===== config.mk =====
export PLATFORM = sky130hd
export DESIGN_NAME = output_layer_collector
export DESIGN_NICKNAME = d
export VERILOG_FILES = /design/src/rtl/output_layer_collector_pkg.sv /design/src/rtl/output_layer_collector.sv
export SDC_FILE = /design/constraint.sdc
export NUM_CORES = 1
export LEC_CHECK = 0
export CAP_MARGIN = 20
export CELL_PAD_IN_SITES_DETAIL_PLACEMENT = 1
export CELL_PAD_IN_SITES_GLOBAL_PLACEMENT = 1
export CORE_AREA = 2 2 87 131
export CTS_BUF_LIST = sky130_fd_sc_hd__clkbuf_4
export DETAILED_ROUTE_END_ITERATION = 7
export DIE_AREA = 0 0 89 133
export PLACE_DENSITY_LB_ADDON = 0.1
export SLEW_MARGIN = 20
export SYNTH_ARGS = -nofsm -noshare
export SYNTH_HDL_FRONTEND = slang
export SYNTH_SLANG_ARGS = --single-unit

===== constraint.sdc =====
create_clock -name clk -period 1.7 [get_ports clk]
set_input_delay 0.425 -clock clk [delete_from_list [all_inputs] [get_ports clk]]
set_output_delay 0.425 -clock clk [all_outputs]
set_load 0.01 [all_outputs]

===== src/rtl/output_layer_collector_pkg.sv =====
// ---------------------------------------------------------------------------
// output_layer_collector_pkg
//   Shared types and helpers for the output-layer collector and the
//   hidden-layer stages that reuse the same clamping rule.
//   - collector_state_t : two-state collector FSM encoding (COLLECT, FULL)
//   - relu_clamp        : width-generic ReLU; caller zero-extends the value to
//                         CLAMP_MAX_W bits and truncates the result back to
//                         its own neuron width.
// ---------------------------------------------------------------------------
package output_layer_collector_pkg;

    typedef enum logic {
        COLLECT = 1'b0,
        FULL    = 1'b1
    } collector_state_t;

    localparam int CLAMP_MAX_W = 64;

    // Returns zero when clamping is enabled and the sign bit at position
    // width-1 is set; otherwise the value passes through bit-exact.
    function automatic logic [CLAMP_MAX_W-1:0] relu_clamp(
        input logic [CLAMP_MAX_W-1:0] value,
        input int                     width,
        input bit                     enable
    );
        relu_clamp = value;
        if (enable && value[width-1])
            relu_clamp = '0;
    endfunction

endpackage


===== src/rtl/output_layer_collector.sv =====
// ---------------------------------------------------------------------------
// output_layer_collector
//   Gathers the serial output-layer neuron stream into one packed probability
//   vector per image and hands it to the label-finding stage over a
//   valid/ready handshake. Counts completed frames.
//
// Ports
//   clk            system clock, rising edge
//   rst            synchronous active-high reset (priority over flush)
//   flush          drop the partial/held frame, return to COLLECT
//   neuron_value   one signed neuron result (n bits)
//   neuron_valid   neuron_value valid this cycle
//   neuron_ready   collector accepts neuron_value this cycle (COLLECT)
//   numbers        packed frame, slot i at [n*i +: n]
//   numbers_valid  numbers holds a complete frame (FULL)
//   numbers_ready  downstream takes the frame this cycle
//   frame_count    frames handed off since reset, wraps
// ---------------------------------------------------------------------------
module output_layer_collector
    import output_layer_collector_pkg::*;
#(
    parameter int n                    = 8,
    parameter int size_of_output_layer = 10,
    parameter int clog2_size           = 4,
    parameter int RELU                 = 1,
    parameter int frame_cnt_w          = 16
) (
    input  logic                              clk,
    input  logic                              rst,
    input  logic                              flush,
    input  logic [n-1:0]                      neuron_value,
    input  logic                              neuron_valid,
    output logic                              neuron_ready,
    output logic [n*size_of_output_layer-1:0] numbers,
    output logic                              numbers_valid,
    input  logic                              numbers_ready,
    output logic [frame_cnt_w-1:0]            frame_count
);

    localparam logic [clog2_size-1:0] LAST_IDX = clog2_size'(size_of_output_layer - 1);

    collector_state_t                  r_state;
    logic [clog2_size-1:0]             r_idx;
    logic [n*size_of_output_layer-1:0] r_numbers;
    logic                              r_neuron_ready;
    logic                              r_numbers_valid;
    logic [frame_cnt_w-1:0]            r_frame_count;
    logic [n-1:0]                      w_clamped;

    assign w_clamped = n'(relu_clamp(CLAMP_MAX_W'(neuron_value), n, RELU != 0));

    // Single FSM block; the handshake outputs are registered copies of the
    // state decode so nothing on the outputs depends combinationally on inputs.
    always_ff @(posedge clk) begin
        if (rst) begin
            r_state         <= COLLECT;
            r_idx           <= '0;
            r_numbers       <= '0;
            r_neuron_ready  <= 1'b1;
            r_numbers_valid <= 1'b0;
            r_frame_count   <= '0;
        end else if (flush) begin
            // Drops any input presented this cycle and any held frame,
            // including one that would otherwise handshake now.
            r_state         <= COLLECT;
            r_idx           <= '0;
            r_numbers       <= '0;
            r_neuron_ready  <= 1'b1;
            r_numbers_valid <= 1'b0;
        end else begin
            case (r_state)
                COLLECT: begin
                    if (neuron_valid) begin
                        for (int i = 0; i < size_of_output_layer; i++) begin
                            if (r_idx == clog2_size'(i))
                                r_numbers[n*i +: n] <= w_clamped;
                        end
                        if (r_idx == LAST_IDX) begin
                            r_idx           <= '0;
                            r_state         <= FULL;
                            r_neuron_ready  <= 1'b0;
                            r_numbers_valid <= 1'b1;
                        end else begin
                            r_idx <= r_idx + 1'b1;
                        end
                    end
                end
                FULL: begin
                    // No bypass: the next frame starts one cycle after handoff.
                    if (numbers_ready) begin
                        r_state         <= COLLECT;
                        r_numbers       <= '0;
                        r_neuron_ready  <= 1'b1;
                        r_numbers_valid <= 1'b0;
                        r_frame_count   <= r_frame_count + 1'b1;
                    end
                end
                default: begin
                    r_state         <= COLLECT;
                    r_idx           <= '0;
                    r_numbers       <= '0;
                    r_neuron_ready  <= 1'b1;
                    r_numbers_valid <= 1'b0;
                end
            endcase
        end
    end

    assign neuron_ready  = r_neuron_ready;
    assign numbers       = r_numbers;
    assign numbers_valid = r_numbers_valid;
    assign frame_count   = r_frame_count;

endmodule


==> flow_results.org <==
** Clocking
- After clock tree synthesis, the clock-pin slew on the worst setup and hold paths is ~0.13 ns.
- TritonCTS built the clock tree.
- For the worst-skew pair, the clock arrives at the later sink with an insertion delay of 0.45 ns.
- Cts-stage hold buffer count :: 0
- TritonCTS created 9 clock buffers.
- In this run the clock root is driven by a sky130_fd_sc_hd__clkbuf_4.
- Post-cts sizing count :: between 100 and 150
- In this run the deepest clock path goes through 2 buffers.
- Number of levels the H-tree was split into :: 3
- Post-CTS setup buffer count :: 0
- Count of clock tree sinks :: 93

** STA
- The clock arrives with between 0.009 and 0.01 ns of skew.
- Final critical-path share of the clock period :: 0.965
- Setup repair after global routing missed its margin :: yes
- The number of max-slew violations in the final report was 0.
- Fin. Hold Viols :: 0
- Max Fclk :: 0.609 GHz
- Minimum clock period after layout :: 1.64 ns
- Setup violators final :: 0
- Hold timing on the final database bottoms out at a slack of 0.471 ns.

** Critical path
- The worst register-to-register path begins at r_state.
- The worst register-to-register path has a depth of 5.
- STA classifies the critical path endpoint as a primary output.
- Arrival time reported for the critical path endpoint :: around 1.2 ns
- Along the worst path, the maximum fanout reaches 5.
- STA puts the critical path data required time at approximately 1.3 ns.
- Capture point of the worst reg-to-reg path :: numbers[6]
- The signal on the critical path passes through buf_4 -> dlygate4sd2_1.
- The critical path runs through a total of 2 cells.
- Among cell families on the critical path, the largest total delay comes from buffers and inverters.
- The setup check on the worst reg-to-reg path leaves a slack of 0.10 ns.
- Class of the most critical setup path :: flip-flop to primary output
- Sort of element at the start of the critical path :: flip-flop
- Worst path buffer plus inverter count :: 2
- Crit path largest cell delay :: 0.34 ns
- The largest individual stage delay along the critical path comes from the cell sky130_fd_sc_hd__dfxtp_1.

** Die
- The die is 133 microns tall.
- The initial utilization of the core area, before any placement, comes to 0.351.
- 111 I/O pins were placed.
- The floorplan has 47 rows.
- In this run the horizontal extent of the chip is 89 microns.
- The core region is between 10,000 and 15,000 sq um.
- Area of the die :: 11,800 sq um

** Global route
- Number of global-route vias before repair :: 3,738
- Maximum number of pins on one net before global-route repair :: 55
- Global routing usage summed across all routing layers :: 0.213
- The total overflow left after global routing is 0.
- Wire length of the first global-routing pass :: 19.3 mm
- Antenna violations before repair :: 0

** Detailed routing
- For this run, design rule violations remaining after detail routing come to 0.
- After detailed routing, the average wire length per cell comes to 16.6 microns.
- Number of vias per cell after detailed routing :: 5.08
- The routed layout has 3,680 vias.
- Starting DRC count in detailed routing :: approximately 130
- In this run the remaining antenna-violating nets after routing total 0.
- Number of detailed-route iterations in the first pass :: 5
- WL final :: between 10 and 15 mm

** Placed design
- Routability cong. :: 0.832
- Hpwl dp :: 8.82 mm
- During placement, the flow inserted port buffers numbering 100.

** Synth
- Dominant cells by area after synthesis :: sky130_fd_sc_hd__dfxtp_1 (49%), sky130_fd_sc_hd__a21oi_1 (8.7%), sky130_fd_sc_hd__nand3_1 (8.7%)
- Share of synthesized flip-flops with an asynchronous set or reset :: 0
- Yosys warning count :: 0
- Of the synthesized area, sequential elements account for 0.490.
- Netlist Area Pre-Place :: 3800 sq um
- The netlist uses 40 different library cells.
- In the synthesized netlist, the number of instances is 454.
- Number of synthesized flops with an enable pin :: 0
- Commonest register cell after synthesis :: sky130_fd_sc_hd__dfxtp_1
- Share of Yosys cell area claimed by the top area cell type :: 0.490
- Counting flops and latches in the post-synthesis netlist gives 93.
- Library cell occupying the most area in the post-synthesis netlist :: sky130_fd_sc_hd__dfxtp_1
- By count the netlist is led by sky130_fd_sc_hd__dfxtp_1 (93), sky130_fd_sc_hd__a21oi_1 (66), sky130_fd_sc_hd__nand2_1 (66), sky130_fd_sc_hd__nand3_1 (66), sky130_fd_sc_hd__nor2_1 (32).
- Among all cell types in the netlist, the one instantiated most often is sky130_fd_sc_hd__dfxtp_1.
- A synthesized cell averages 8.38 sq um.

** Worst hold path
- For hold timing, the worst endpoint is numbers_valid.
- Worst hold path stage count :: 2
- Type of the tightest min-delay check :: flip-flop to flip-flop
- The worst hold path begins at numbers_valid.

** Outcome
- The run finished with clean final reports.

** Power and ir drop
- The worst-case IR drop observed on VDD is 337 uV.
- Cell leakage power :: 2.35 nW
- Power Total :: 3.40 mW
- For this design the ratio of total power to cell area is roughly 640 nW/um^2.

** Finish
- 0 antenna diodes ended up in the layout.
- Compared with the post-synthesis result, the final layout area differs by 38.8%.
- Net count of the finished layout :: 590
- Layout cells sized above 1 :: 0.147

** Run
- Max-cap viol count :: 0
final cells by class:
cell class              instances  area [sq um]
clock inverters                 4          18.8
clock buffers                   9          67.6
multi-input cells             325          1760
fillers                      1391          5540
repair buffers                145          1350
inverters                       2          7.51
flip-flops and latches         93          1880
well taps                     147           184
layer usage:
| metal | global-route usage | vias up | part of all wire |
|---|---|---|---|
| met5 | 0 | - | 0 |
| met4 | 0.0862 | 0 | 0.019 |
| met3 | 0.0306 | 15 | 0.033 |
| met2 | 0.388 | 75 | 0.55 |
| met1 | 0.242 | 1815 | 0.40 |
| li1 | - | 1775 | - |
cells in the final DEF (no fill, tap or decap), drive strengths merged, types with 3 or more instances in the layout:
master	n
nor3	3
dlygate4sd2	88
nand3	67
buf	45
clkbuf	9
a21oi	67
conb	10
nor2b	3
dfxtp	93
nand4	5
mux2i	14
clkinv	4
nand2b	3
nor2	33
and2	9
and3	4
xnor2	3
nand2	66
or3	5
xor2	8
o21ai	7
clkdlybuf4s50	12
tightest hold or removal path: cells and delay by family, from the launching register on:
family,cells,cell delay (ns)
compound gates,1,0.05
simple gates,1,0.05
flops,1,0.34
flip-flops by register name, indices dropped and copies added, names as in the netlist:
name,count
neuron_ready,1
numbers_valid,1
r_idx,4
frame_count,16
numbers,70
r_state,1
report_power, final:
part,switching [mW],total [mW],internal [mW]
sequential,0.00603,2.19,2.18
clock,0.702,0.968,0.266
combinational,0.137,0.238,0.101
logic make-up (layout without fill, tap and decap cells):
kind of cell	Yosys count	count (layout)	synth area share
xor gates and xnor gates	11	11	0.0253
DFF	93	93	0.490
and+or+nand+nor	211	211	0.275
buffers and inverters	45	160	0.0576
other	1	10	0.000986
AOI/OAI and AO/OA	78	78	0.112
muxes	14	14	0.0369
adders and majority gates	1	1	0.00329
metrics by stage:
step / TNS (ns) / cells / instance area [sq um] / utilization / worst slack [ns]
after floorplan: 0 / 463 / 3840 / - / 0.144
after global placement: -17.53 / 712 / 5280 / 0.488 / -0.304
after detailed placement: -20.78 / 712 / 5280 / 0.488 / -0.355
after CTS: 0 / 725 / 5270 / 0.487 / 0.0397
after global routing: -0.00279 / 725 / 5280 / 0.488 / -0.00279
final: 0 / 725 / 5280 / 0.488 / 0.0588
worst max-delay path by stage:
| stage | start | endpoint | slack (ns) |
|---|---|---|---|
| after floorplan | rst | numbers[0] | 0.14 |
| after global routing | r_state | numbers[32] | -0.003 |
| after detailed placement | neuron_valid | numbers[4] | -0.36 |
| final | frame_count[4] | frame_count[4] | 0.06 |
| after global placement | neuron_valid | numbers[3] | -0.30 |
| after CTS | frame_count[4] | frame_count[4] | 0.04 |
(Power assumes the default switching activity.)
